## src/rtl/canny_gradient_core_p.sv

```systemverilog
// canny_gradient_core_p
//   Canny gradient stage between the 3x3 window generator and NMS/hysteresis.
//   Computes Sobel Gx/Gy, gradient magnitude (floor integer sqrt, one result bit per
//   pipeline stage), a 4-way direction and a weak/strong class against per-frame
//   thresholds. Also publishes the strong-pixel count of the last completed frame.
//   Free-running, no stall; latency LAT = MAG_W + 4 cycles from win to out_*.
//
// Build option:
//   CANNY_GRAD_L1_EN  defined -> magnitude is min(|Gx|+|Gy|, 2^MAG_W-1), the sqrt stages
//                     become a plain delay line; latency, direction, class and count
//                     are unchanged. Undefined -> exact floor(sqrt(Gx^2+Gy^2)).
//
// Ports:
//   clk, rst_s       clock; asynchronous active-low reset (synchronous release)
//   in_vs/hs/de      frame / line / pixel valid
//   win              p11..p33 packed row-major, p11 at LSBs
//   th_low, th_high  weak / strong thresholds, captured on the rising edge of in_vs
//   out_vs/hs/de     syncs delayed by LAT
//   out_mag          gradient magnitude (0 when out_de is low)
//   out_dir          0 horiz, 1 diag same-sign, 2 vert, 3 diag opposite-sign
//   out_cls          00 none, 01 weak, 10 strong
//   frame_strong     saturating strong-pixel count of the last completed frame
module canny_gradient_core_p #(
  parameter int unsigned PIX_W = 8,
  parameter int unsigned CNT_W = 20
) (
  input  logic               clk,
  input  logic               rst_s,
  input  logic               in_vs,
  input  logic               in_hs,
  input  logic               in_de,
  input  logic [9*PIX_W-1:0] win,
  input  logic [PIX_W+2:0]   th_low,
  input  logic [PIX_W+2:0]   th_high,
  output logic               out_vs,
  output logic               out_hs,
  output logic               out_de,
  output logic [PIX_W+2:0]   out_mag,
  output logic [1:0]         out_dir,
  output logic [1:0]         out_cls,
  output logic [CNT_W-1:0]   frame_strong
);

  localparam int unsigned MAG_W = PIX_W + 3;
  localparam int unsigned SUM_W = PIX_W + 2;
  localparam int unsigned CMP_W = PIX_W + 4;
  localparam int unsigned LAT   = MAG_W + 4;

  // Reset synchroniser: assertion is immediate, release is aligned to clk.
  logic [1:0] rst_sync_q;
  logic       rst_n;

  always_ff @(posedge clk or negedge rst_s) begin
    if (!rst_s) rst_sync_q <= 2'b00;
    else        rst_sync_q <= {rst_sync_q[0], 1'b1};
  end
  assign rst_n = rst_sync_q[1];

  // Window unpack
  logic [PIX_W-1:0] p [9];
  always_comb begin
    for (int i = 0; i < 9; i++) p[i] = win[i*PIX_W +: PIX_W];
  end

  // S1: positive/negative partial sums, S2: magnitude and sign (1 = negative)
  logic [SUM_W-1:0] gxp_q, gxn_q, gyp_q, gyn_q;
  logic [SUM_W-1:0] ax_q, ay_q;
  logic             sx_q, sy_q;

  always_ff @(posedge clk or negedge rst_n) begin
    if (!rst_n) begin
      gxp_q <= '0;
      gxn_q <= '0;
      gyp_q <= '0;
      gyn_q <= '0;
      ax_q  <= '0;
      ay_q  <= '0;
      sx_q  <= 1'b0;
      sy_q  <= 1'b0;
    end else begin
      gxp_q <= SUM_W'(p[2]) + SUM_W'({p[5], 1'b0}) + SUM_W'(p[8]);
      gxn_q <= SUM_W'(p[0]) + SUM_W'({p[3], 1'b0}) + SUM_W'(p[6]);
      gyp_q <= SUM_W'(p[6]) + SUM_W'({p[7], 1'b0}) + SUM_W'(p[8]);
      gyn_q <= SUM_W'(p[0]) + SUM_W'({p[1], 1'b0}) + SUM_W'(p[2]);
      ax_q  <= (gxp_q >= gxn_q) ? gxp_q - gxn_q : gxn_q - gxp_q;
      ay_q  <= (gyp_q >= gyn_q) ? gyp_q - gyn_q : gyn_q - gyp_q;
      sx_q  <= (gxp_q < gxn_q);
      sy_q  <= (gyp_q < gyn_q);
    end
  end

  // S3 direction: tan(22.5 deg) boundaries approximated by 2.5x in full CMP_W width.
  logic [CMP_W-1:0] ax_w, ay_w;
  logic [1:0]       dir_s3;

  always_comb begin
    ax_w = CMP_W'(ax_q);
    ay_w = CMP_W'(ay_q);
    if (ax_q == '0 && ay_q == '0) begin
      dir_s3 = 2'd0;  // zero gradient has no orientation, report as horizontal
    end else if (ax_w > (ay_w << 1) + (ay_w >> 1)) begin
      dir_s3 = 2'd0;
    end else if (ay_w > (ax_w << 1) + (ax_w >> 1)) begin
      dir_s3 = 2'd2;
    end else if (sx_q == sy_q) begin
      dir_s3 = 2'd1;
    end else begin
      dir_s3 = 2'd3;
    end
  end

  // Stage index 0 is the S3 register; stages 1..MAG_W each settle one magnitude bit.
  logic [MAG_W-1:0] root_q [MAG_W+1];
  logic [1:0]       dir_q  [MAG_W+1];

`ifdef CANNY_GRAD_L1_EN
  logic [MAG_W:0]   l1_sum;
  logic [MAG_W-1:0] l1_mag;

  always_comb begin
    l1_sum = (MAG_W+1)'(ax_q) + (MAG_W+1)'(ay_q);
    l1_mag = l1_sum[MAG_W] ? {MAG_W{1'b1}} : l1_sum[MAG_W-1:0];
  end

  always_ff @(posedge clk or negedge rst_n) begin
    if (!rst_n) begin
      for (int k = 0; k <= MAG_W; k++) begin
        root_q[k] <= '0;
        dir_q[k]  <= 2'd0;
      end
    end else begin
      root_q[0] <= l1_mag;
      dir_q[0]  <= dir_s3;
      for (int k = 1; k <= MAG_W; k++) begin
        root_q[k] <= root_q[k-1];
        dir_q[k]  <= dir_q[k-1];
      end
    end
  end
`else
  localparam int unsigned SQ_W  = 2*PIX_W + 5;
  localparam int unsigned RAD_W = 2*MAG_W;
  localparam int unsigned REM_W = MAG_W + 5;

  // Non-restoring step: a negative remainder is not restored but corrected on the
  // next step by adding (4q+3) instead of subtracting (4q+1).
  function automatic logic signed [REM_W-1:0] sqrt_step(
    input logic signed [REM_W-1:0] rem,
    input logic [1:0]              bits,
    input logic [MAG_W-1:0]        root
  );
    logic signed [REM_W-1:0] sh;
    logic signed [REM_W-1:0] q4;
    sh = {rem[REM_W-3:0], bits};
    q4 = {{(REM_W-MAG_W-2){1'b0}}, root, 2'b00};
    if (rem[REM_W-1]) return sh + (q4 | REM_W'(3));
    else              return sh - (q4 | REM_W'(1));
  endfunction

  logic [SQ_W-1:0]         sq_s3;
  logic [RAD_W-1:0]        rad_q [MAG_W];
  logic signed [REM_W-1:0] rem_q [MAG_W];
  logic signed [REM_W-1:0] rem_d [1:MAG_W];

  assign sq_s3 = SQ_W'(ax_q) * SQ_W'(ax_q) + SQ_W'(ay_q) * SQ_W'(ay_q);

  always_comb begin
    for (int k = 1; k <= MAG_W; k++) begin
      rem_d[k] = sqrt_step(rem_q[k-1], rad_q[k-1][2*(MAG_W-k) +: 2], root_q[k-1]);
    end
  end

  always_ff @(posedge clk or negedge rst_n) begin
    if (!rst_n) begin
      for (int k = 0; k <= MAG_W; k++) begin
        root_q[k] <= '0;
        dir_q[k]  <= 2'd0;
      end
      for (int k = 0; k < MAG_W; k++) begin
        rad_q[k] <= '0;
        rem_q[k] <= '0;
      end
    end else begin
      root_q[0] <= '0;
      dir_q[0]  <= dir_s3;
      rad_q[0]  <= RAD_W'(sq_s3);
      rem_q[0]  <= '0;
      for (int k = 1; k <= MAG_W; k++) begin
        root_q[k] <= {root_q[k-1][MAG_W-2:0], ~rem_d[k][REM_W-1]};
        dir_q[k]  <= dir_q[k-1];
      end
      for (int k = 1; k < MAG_W; k++) begin
        rad_q[k] <= rad_q[k-1];
        rem_q[k] <= rem_d[k];
      end
    end
  end
`endif

  // Sync delay lines (LAT-1 deep, the output register supplies the last cycle).
  // tag marks pixels of a frame whose start was seen after reset, so a frame cut by
  // reset never publishes a partial count.
  logic [LAT-2:0]   vs_sr, hs_sr, de_sr, tag_sr;
  logic             seen_low_q;
  logic [MAG_W-1:0] th_low_s, th_high_s;

  always_ff @(posedge clk or negedge rst_n) begin
    if (!rst_n) begin
      vs_sr      <= '0;
      hs_sr      <= '0;
      de_sr      <= '0;
      tag_sr     <= '0;
      seen_low_q <= 1'b0;
      th_low_s   <= '0;
      th_high_s  <= '0;
    end else begin
      vs_sr  <= {vs_sr[LAT-3:0], in_vs};
      hs_sr  <= {hs_sr[LAT-3:0], in_hs};
      de_sr  <= {de_sr[LAT-3:0], in_de};
      tag_sr <= {tag_sr[LAT-3:0], in_vs & seen_low_q};
      if (!in_vs) seen_low_q <= 1'b1;
      // vs_sr[0] is in_vs one cycle ago
      if (in_vs && !vs_sr[0]) begin
        th_low_s  <= th_low;
        th_high_s <= th_high;
      end
    end
  end

  // Final stage: classify and register outputs
  logic [MAG_W-1:0] mag_f;
  logic             de_f;
  logic [1:0]       cls_f;

  assign mag_f = root_q[MAG_W];
  assign de_f  = de_sr[LAT-2];

  always_comb begin
    cls_f = 2'b00;
    if (mag_f > th_high_s)     cls_f = 2'b10;
    else if (mag_f > th_low_s) cls_f = 2'b01;
  end

  logic out_tag_q;

  always_ff @(posedge clk or negedge rst_n) begin
    if (!rst_n) begin
      out_vs    <= 1'b0;
      out_hs    <= 1'b0;
      out_de    <= 1'b0;
      out_mag   <= '0;
      out_dir   <= 2'd0;
      out_cls   <= 2'b00;
      out_tag_q <= 1'b0;
    end else begin
      out_vs    <= vs_sr[LAT-2];
      out_hs    <= hs_sr[LAT-2];
      out_de    <= de_f;
      out_mag   <= de_f ? mag_f : '0;
      out_dir   <= de_f ? dir_q[MAG_W] : 2'd0;
      out_cls   <= de_f ? cls_f : 2'b00;
      out_tag_q <= tag_sr[LAT-2];
    end
  end

  // Strong-pixel counter. The falling edge is detected as out_vs is about to drop, so
  // the pixel currently on the outputs (last of the frame) is still included.
  logic [CNT_W-1:0] cnt_q, cnt_inc;
  logic             vs_fall, strong_px;

  always_comb begin
    vs_fall   = out_vs & ~vs_sr[LAT-2];
    strong_px = out_de & (out_cls == 2'b10);
    cnt_inc   = (strong_px && cnt_q != {CNT_W{1'b1}}) ? cnt_q + CNT_W'(1) : cnt_q;
  end

  always_ff @(posedge clk or negedge rst_n) begin
    if (!rst_n) begin
      cnt_q        <= '0;
      frame_strong <= '0;
    end else if (vs_fall) begin
      cnt_q <= '0;
      if (out_tag_q) frame_strong <= cnt_inc;
    end else begin
      cnt_q <= cnt_inc;
    end
  end

endmodule

```

## config.mk

```make
export PLATFORM = sky130hd
export DESIGN_NAME = canny_gradient_core_p
export DESIGN_NICKNAME = d
export VERILOG_FILES = /design/src/rtl/canny_gradient_core_p.sv
export SDC_FILE = /design/constraint.sdc
export NUM_CORES = 1
export LEC_CHECK = 0
export CAP_MARGIN = 0
export CORE_AREA = 2 2 231 233
export CTS_BUF_LIST = sky130_fd_sc_hd__clkbuf_16
export CTS_CLUSTER_SIZE = 25
export DETAILED_ROUTE_END_ITERATION = 10
export DIE_AREA = 0 0 233 235
export GPL_TIMING_DRIVEN = 0
export PLACE_DENSITY_LB_ADDON = 0.15
export SLEW_MARGIN = 20
export SYNTH_ARGS = -nofsm -noshare
export SYNTH_HDL_FRONTEND = slang
export SYNTH_SLANG_ARGS = --single-unit
```

## constraint.sdc

```tcl
create_clock -name clk -period 21.5 [get_ports clk]
set_input_delay 3.225 -clock clk [delete_from_list [all_inputs] [get_ports clk]]
set_output_delay 3.225 -clock clk [all_outputs]
set_load 0.005 [all_outputs]
```

==> out/metrics.cfg, run 1 <==
[die]
dieHeight_um = 235
die_w_um = 233
rows = 84
initial_core_util = 0.594
core-area_um2 = 52200
dieArea_um2 = 54800
num_io_pins = 137

[logic_synthesis]
synthTopCellsByArea = dfrtp_1 44%, ha_1 14%, fa_1 11%
syn_inst = 2733
yosys_warnings = 0
synth_ff_type = dfrtp_1
synth_compound_area_frac = 0.111
ys_ff_latch = 545
ys_top_cells_by_count = 545 x dfrtp_1, 354 x inv_1, 335 x ha_1
syn_area_um2 = 31000
synth_xor_area_frac = 0.0630
syn-num-nets = 3335
yosysTopAreaCellShare = 0.440
yosysMostFrequentCell = dfrtp_1
synthSimpleGateAreaFrac = 0.0866
synthArstFlopShare = 1.00
synth_top_area_cell = dfrtp_1
yosysUniqueCellTypes = 76
synth_area_per_cell_um2 = 11.3
synth_edf_count = 0
ys_seq_area_frac = 0.440
synth_mux_area_frac = 0.00682
synth_top_family_by_area = adder cells
synthAdderAreaFrac = 0.244

[final_layout]
syn_to_final_growth_pct = 13.7
fillers = 3880
nets = 3530
drive_gt1_frac = 0.0538
antenna_cells = 0

[critical_path]
critical_path_arrival_ns = 7.74
critPathMaxFanout = 10
path_class = reg -> reg
required_ns = 21.96
cp-start-kind = register
end_kind = register

[clocking]
cts.sinks = 545
hold_buffers = 0
clock-root-buffer = clkbuf_16
ctsResizeCount = 0
cts.path.max_buffers = 3
clkLatencyLatePin_ns = 0.60
post-cts-setup-buffer-count = 0
cts_tree = yes
numCtsBuffers = 55
path_clk_slew_ns = 0.06
htree_levels = 2

[sta]
worst_pin_slew_ns = 0.666
finalCriticalPeriod_ns = 7.28
period_share = 0.339
setup_viol = 0
hold_viol = 0
max_freq_mhz = 137
rsz0062_at_grt = no
slew_violations = 0
clock_skew_ns = 0.0162
tns_ns = 0
slew_headroom = 0.556

[hold_path]
min_path_type = reg -> async

[global_route]
gr-usage-all-layers = 0.223
grt_pass1_vias = 20700
antenna_found_initial = 0
grt_max_degree = 63
grt.overflow.total = 0
grt_pass1_wl_mm = 99.9

[routing]
drc_errors = 0
vias = 19700
wirelength_mm = 58.3
ant_nets = 0
drt-wirelength-per-cell_um = 15.9
drt_first_pass_iters = 5
vias_per_cell = 5.39
drtIter0Drc = 1028

[placed_design]
detailed_place_hpwl_mm = 45.3
port-buffer-count = 128
gp_congestion = 0.924

[run]
max-cap-violations = 0

[run_status]
status = finished clean

## metrics by stage
step           hold WS, ns  utilization  instance area (um^2)  setup slack [ns]  instances
2_1_floorplan        0.331            -                 31000              5.18       2733
3_3_place_gp         0.333        0.635                 33200             0.697       3549
3_5_place_dp         0.299        0.640                 33400             14.29       3559
4_1_cts              0.304        0.675                 35300             14.24       3660
5_1_grt              0.343        0.675                 35300             13.86       3660
6_report             0.290        0.675                 35300             14.22       3660
## registers in the layout (all words and copies together) (netlist names), 10 cells and up
name,count
hs_sr,14
rad_q,131
cnt_q,20
gxn_q,10
gyp_q,10
gyn_q,10
mag_f,11
frame_strong,20
tag_sr,14
root_q,55
ax_q,10
rem_q,122
ay_q,10
de_sr,14
th_high_s,11
th_low_s,11
gxp_q,10
out_mag,11
vs_sr,14
dir_q,24
## cells in the final DEF, fill, tap and decap left out, drive strengths merged, types with 9 or more instances in the layout
master,count
a2111oi,18
a211oi,15
nor2b,44
buf,23
inv,367
xnor2,173
and3,13
clkinv,25
or2,10
xor2,50
dfrtp,545
o21ai,124
ha,335
o21a,56
fa,168
and2,65
mux2i,11
nand4,18
a21oi,107
a311oi,12
clkbuf,90
a21o,47
nand3,22
nor2,155
clkdlybuf4s50,128
nand2,142
o21bai,19
a21boi,17
nand2b,19
o31ai,12
nor3,32
mux2,9
## cells by family (layout without fill, tap and decap cells)
logic type,count (synthesis),count (layout)
other,1,1
buffers and inverters,402,641
DFF,545,545
adders and majority gates,503,503
AOI/OAI and AO/OA,487,487
muxes,20,20
and+or+nand+nor,552,552
xor gates and xnor gates,223,223
## critical path, stage by stage (launching register included)
cell      delay, ns
dfrtp_1        0.54
clkbuf_1       0.52
nand2_1        0.20
fa_1           0.64
inv_1          0.06
ha_1           0.27
a21o_1         0.21
fa_1           0.55
fa_1           0.45
fa_1           0.52
fa_1           0.54
inv_1          0.05
fa_1           0.49
inv_1          0.04
ha_1           0.36
a2111o_1       0.40
a211oi_1       0.51
o31ai_1        0.25
a41oi_1        0.27
o21bai_1       0.11
xnor2_1        0.14
## final timing paths
path / start / slack [ns] / depth (start not counted) / to
max in group asynchronous: rst_s / 18.58 / 1 / rst_sync_q[1]
setup reg to reg: ay_q[7] / 14.22 / 20 / rad_q[240]
hold / removal: rst_sync_q[1] / 0.29 / 0 / root_q[11]
min in group clk: rad_q[23] / 0.34 / 0 / rad_q[1]
setup / recovery: ay_q[7] / 14.22 / 20 / rad_q[240]
hold reg to reg: rst_sync_q[1] / 0.29 / 0 / root_q[11]
## cell type report
| type | count | area (um^2) | share of cell area |
|---|---|---|---|
| multi-input combinational | 1786 | 15800 | 0.449 |
| sequential | 545 | 13600 | 0.387 |
| timing repair buffer | 138 | 1540 | 0.0437 |
| clock buffer | 55 | 1380 | 0.0390 |
| inverter | 354 | 1330 | 0.0377 |
| tap | 688 | 861 | 0.0244 |
| clock inverter | 46 | 468 | 0.0133 |
| buffer | 48 | 198 | 0.00561 |
## per-layer routing
metal  global-route usage  vias up  part of all wire
met1                0.310     9814              0.45
met5                    0        -                 0
met2                0.374      369              0.49
met4               0.0579        0             0.021
li1                     -     9475                 -
met3               0.0299       84             0.041
Power of run 1 is left out: the tool's default activity adds up to more than one toggle a clock period on the data nets, which glitch-free logic cannot reach.
==> run 2: changes to the inputs <==
clock period = 7.1 ns   (was 21.5 ns; I/O delays follow)
==> out/metrics.cfg, run 2 (synthesis gave the netlist of run 1 again) <==
[global_route]
grt.busiest_layer = met2
met3_usage = 0.0346  ; +0.00473
grt_pass1_vias = 20600  ; -0.38%
grt_pass1_wl_mm = 98.1  ; -1.8%
gr-usage-met2 = 0.374  ; about the same
antenna_found_initial = 0  ; unchanged
gr-usage-met1 = 0.295  ; -0.0146
grt_max_degree = 65  ; +3.2%
gr-usage-all-layers = 0.219  ; -0.00464
grt.overflow.total = 0  ; unchanged

[sta]
rsz0062_at_grt = yes
setup_viol = 0  ; unchanged
slew_headroom = 0.535  ; -0.0209
period_share = 0.977  ; +0.638
clock_skew_ns = 0.0264  ; +0.0102 ns
max_freq_mhz = 144  ; +5.0%
worst_pin_slew_ns = 0.698  ; +0.0314 ns
hold_viol = 0  ; unchanged
finalCriticalPeriod_ns = 6.94  ; -0.346 ns
worst_slack_ns = 0.163  ; -14.05 ns
slew_violations = 0  ; unchanged

[clocking]
post-cts-setup-buffer-count = 0  ; unchanged
hold_buffers = 0  ; unchanged
path_clk_slew_ns = 0.06  ; about the same
htree_levels = 2  ; unchanged
numCtsBuffers = 54  ; -1.8%
cts.path.max_buffers = 3  ; unchanged
cts_tree = yes
clock-root-buffer = clkbuf_16
clkLatencyLatePin_ns = 0.62  ; +0.02 ns
cts.sinks = 545  ; unchanged

[final_layout]
regMostFlops = rad_q
multi_input_area_um2 = 15900  ; about the same
final_cell_mix = 542 x dfrtp_1, 362 x inv_1, 335 x ha_1, 173 x xnor2_1, 168 x fa_1
final_cell_area_um2 = 35200  ; -0.27%
syn_to_final_growth_pct = 13.4
fillers = 3790  ; -2.3%
largest_reg_flops = 131  ; unchanged
drive_gt1_frac = 0.0559  ; +0.00204
reg_top3 = rad_q x131, rem_q x122, root_q x55
regArea_um2 = 13600  ; about the same
nets = 3528  ; -0.057%
layout_commonest_cell = dfrtp_1
antenna_cells = 0  ; unchanged

[routing]
drt-wirelength-per-cell_um = 15.7  ; -1.2%
wirelength_mm = 57.6  ; -1.2%
vias_per_cell = 5.35  ; -0.80%
ant_nets = 0  ; unchanged
drtIter0Drc = 928  ; -9.7%
drc_errors = 0  ; unchanged
drt_first_pass_iters = 5  ; unchanged
vias = 19600  ; -0.83%

[critical_path]
critPathMaxFanout = 9  ; -1
required_ns = 7.60  ; -14.36 ns
slowest_delay_ns = 0.58  ; -0.06 ns
crit_family = adder cells
crit_slowest_cell = dfrtp_1
critical_path_arrival_ns = 7.44  ; -0.30 ns
end_kind = register
r2r_end = rad_q[240]
path_class = reg -> reg
cp-start-kind = register
r2r_setup_slack_ns = 0.16  ; -14.05 ns
crit_buf_inv = 4  ; unchanged
path_cells = clkbuf_1 > nand2_1 > inv_1 > fa_1 > fa_1 > fa_1 > fa_1 > fa_1 > fa_1 > inv_1 > fa_1 > inv_1 > ha_1 > a2111o_1 > a211oi_2 > o31ai_1 > a41oi_1 > o21bai_1 > xnor2_1
rr_startpoint = ay_q[3]
crit_top_cell = fa_1
ff2ff_path_depth = 19  ; -5.0%

[hold_path]
min_to = rad_q[204]
min_path_type = reg -> reg
whs_path_depth = 0
hp-start = rad_q[226]

[die]
core-area_um2 = 52200  ; unchanged
initial_core_util = 0.594  ; unchanged
rows = 84  ; unchanged
dieArea_um2 = 54800  ; unchanged
num_io_pins = 137  ; unchanged
dieHeight_um = 235  ; unchanged
die_w_um = 233  ; unchanged

[placed_design]
port-buffer-count = 128  ; unchanged
place_worst_setup_slack_ns = -0.128  ; -14.42 ns
placed_area_um2 = 33400  ; about the same
gp_congestion = 0.925  ; about the same
detailed_place_hpwl_mm = 44.0  ; -2.8%

[run]
max-cap-violations = 0  ; unchanged

[run_status]
status = finished clean

run 2: cell count changes in the layout (fill, tap and decap cells not counted), moves of 2 or more:
| cell | delta |
|---|---|
| clkbuf_1 | -10 |
| inv_16 | +2 |
| clkinv_2 | -5 |
| clkbuf_2 | +10 |
| bufinv_16 | -3 |
| clkinvlp_4 | +2 |
| inv_6 | -2 |
| a211oi_2 | +2 |
| inv_1 | -2 |
| dfrtp_2 | +2 |
| dfrtp_1 | -2 |
| a211oi_1 | -2 |
| clkinv_1 | +10 |
run 2: repair_timing:
item / 4_1_cts / 5_1_grt
setup endpoints to repair: 2 / 7
gates resized for setup: 7 / 13
endpoints found under the hold margin: 0 / 0
run 2: metrics by stage:
| stage | instances | utilization | hold slack, ns | setup TNS [ns] |
|---|---|---|---|---|
| floorplan | 2733 | - | 0.331 | 0 |
| global placement | 3549 | 0.635 | 0.333 | -0.0241 |
| detailed placement | 3558 | 0.639 | 0.335 | -0.173 |
| CTS | 3659 | 0.673 | 0.339 | 0 |
| global route | 3659 | 0.673 | 0.350 | -0.0966 |
| finish | 3659 | 0.673 | 0.337 | 0 |
run 2: layout make-up:
cell class,count,share of cell area
multi-input cells,1786,0.451
flip-flops and latches,545,0.388
repair buffers,137,0.0433
clock buffers,54,0.0384
inverters,354,0.0378
well taps,688,0.0245
clock inverters,47,0.0110
plain buffers,48,0.00598
run 2: layer usage:
metal  vias up  part of all wire
met1      9709              0.45
li1       9464                 -
met4         0             0.018
met3        74             0.041
met5         -                 0
met2       332              0.50
run 2: worst max path at each step:
stage                             to  slack, ns  cells after the start     from
after detailed placement  rad_q[240]      -0.13                     20  ay_q[7]
after CTS                 rad_q[240]       0.07                     22  ax_q[5]
final                     rad_q[240]       0.16                     19  ay_q[3]
after floorplan           rad_q[240]       0.89                     19  ay_q[9]
after global placement    rad_q[240]      -0.02                     19  ay_q[9]
after global routing      rad_q[240]       -0.1                     22  ax_q[3]
Power of run 2 is left out for the same reason.
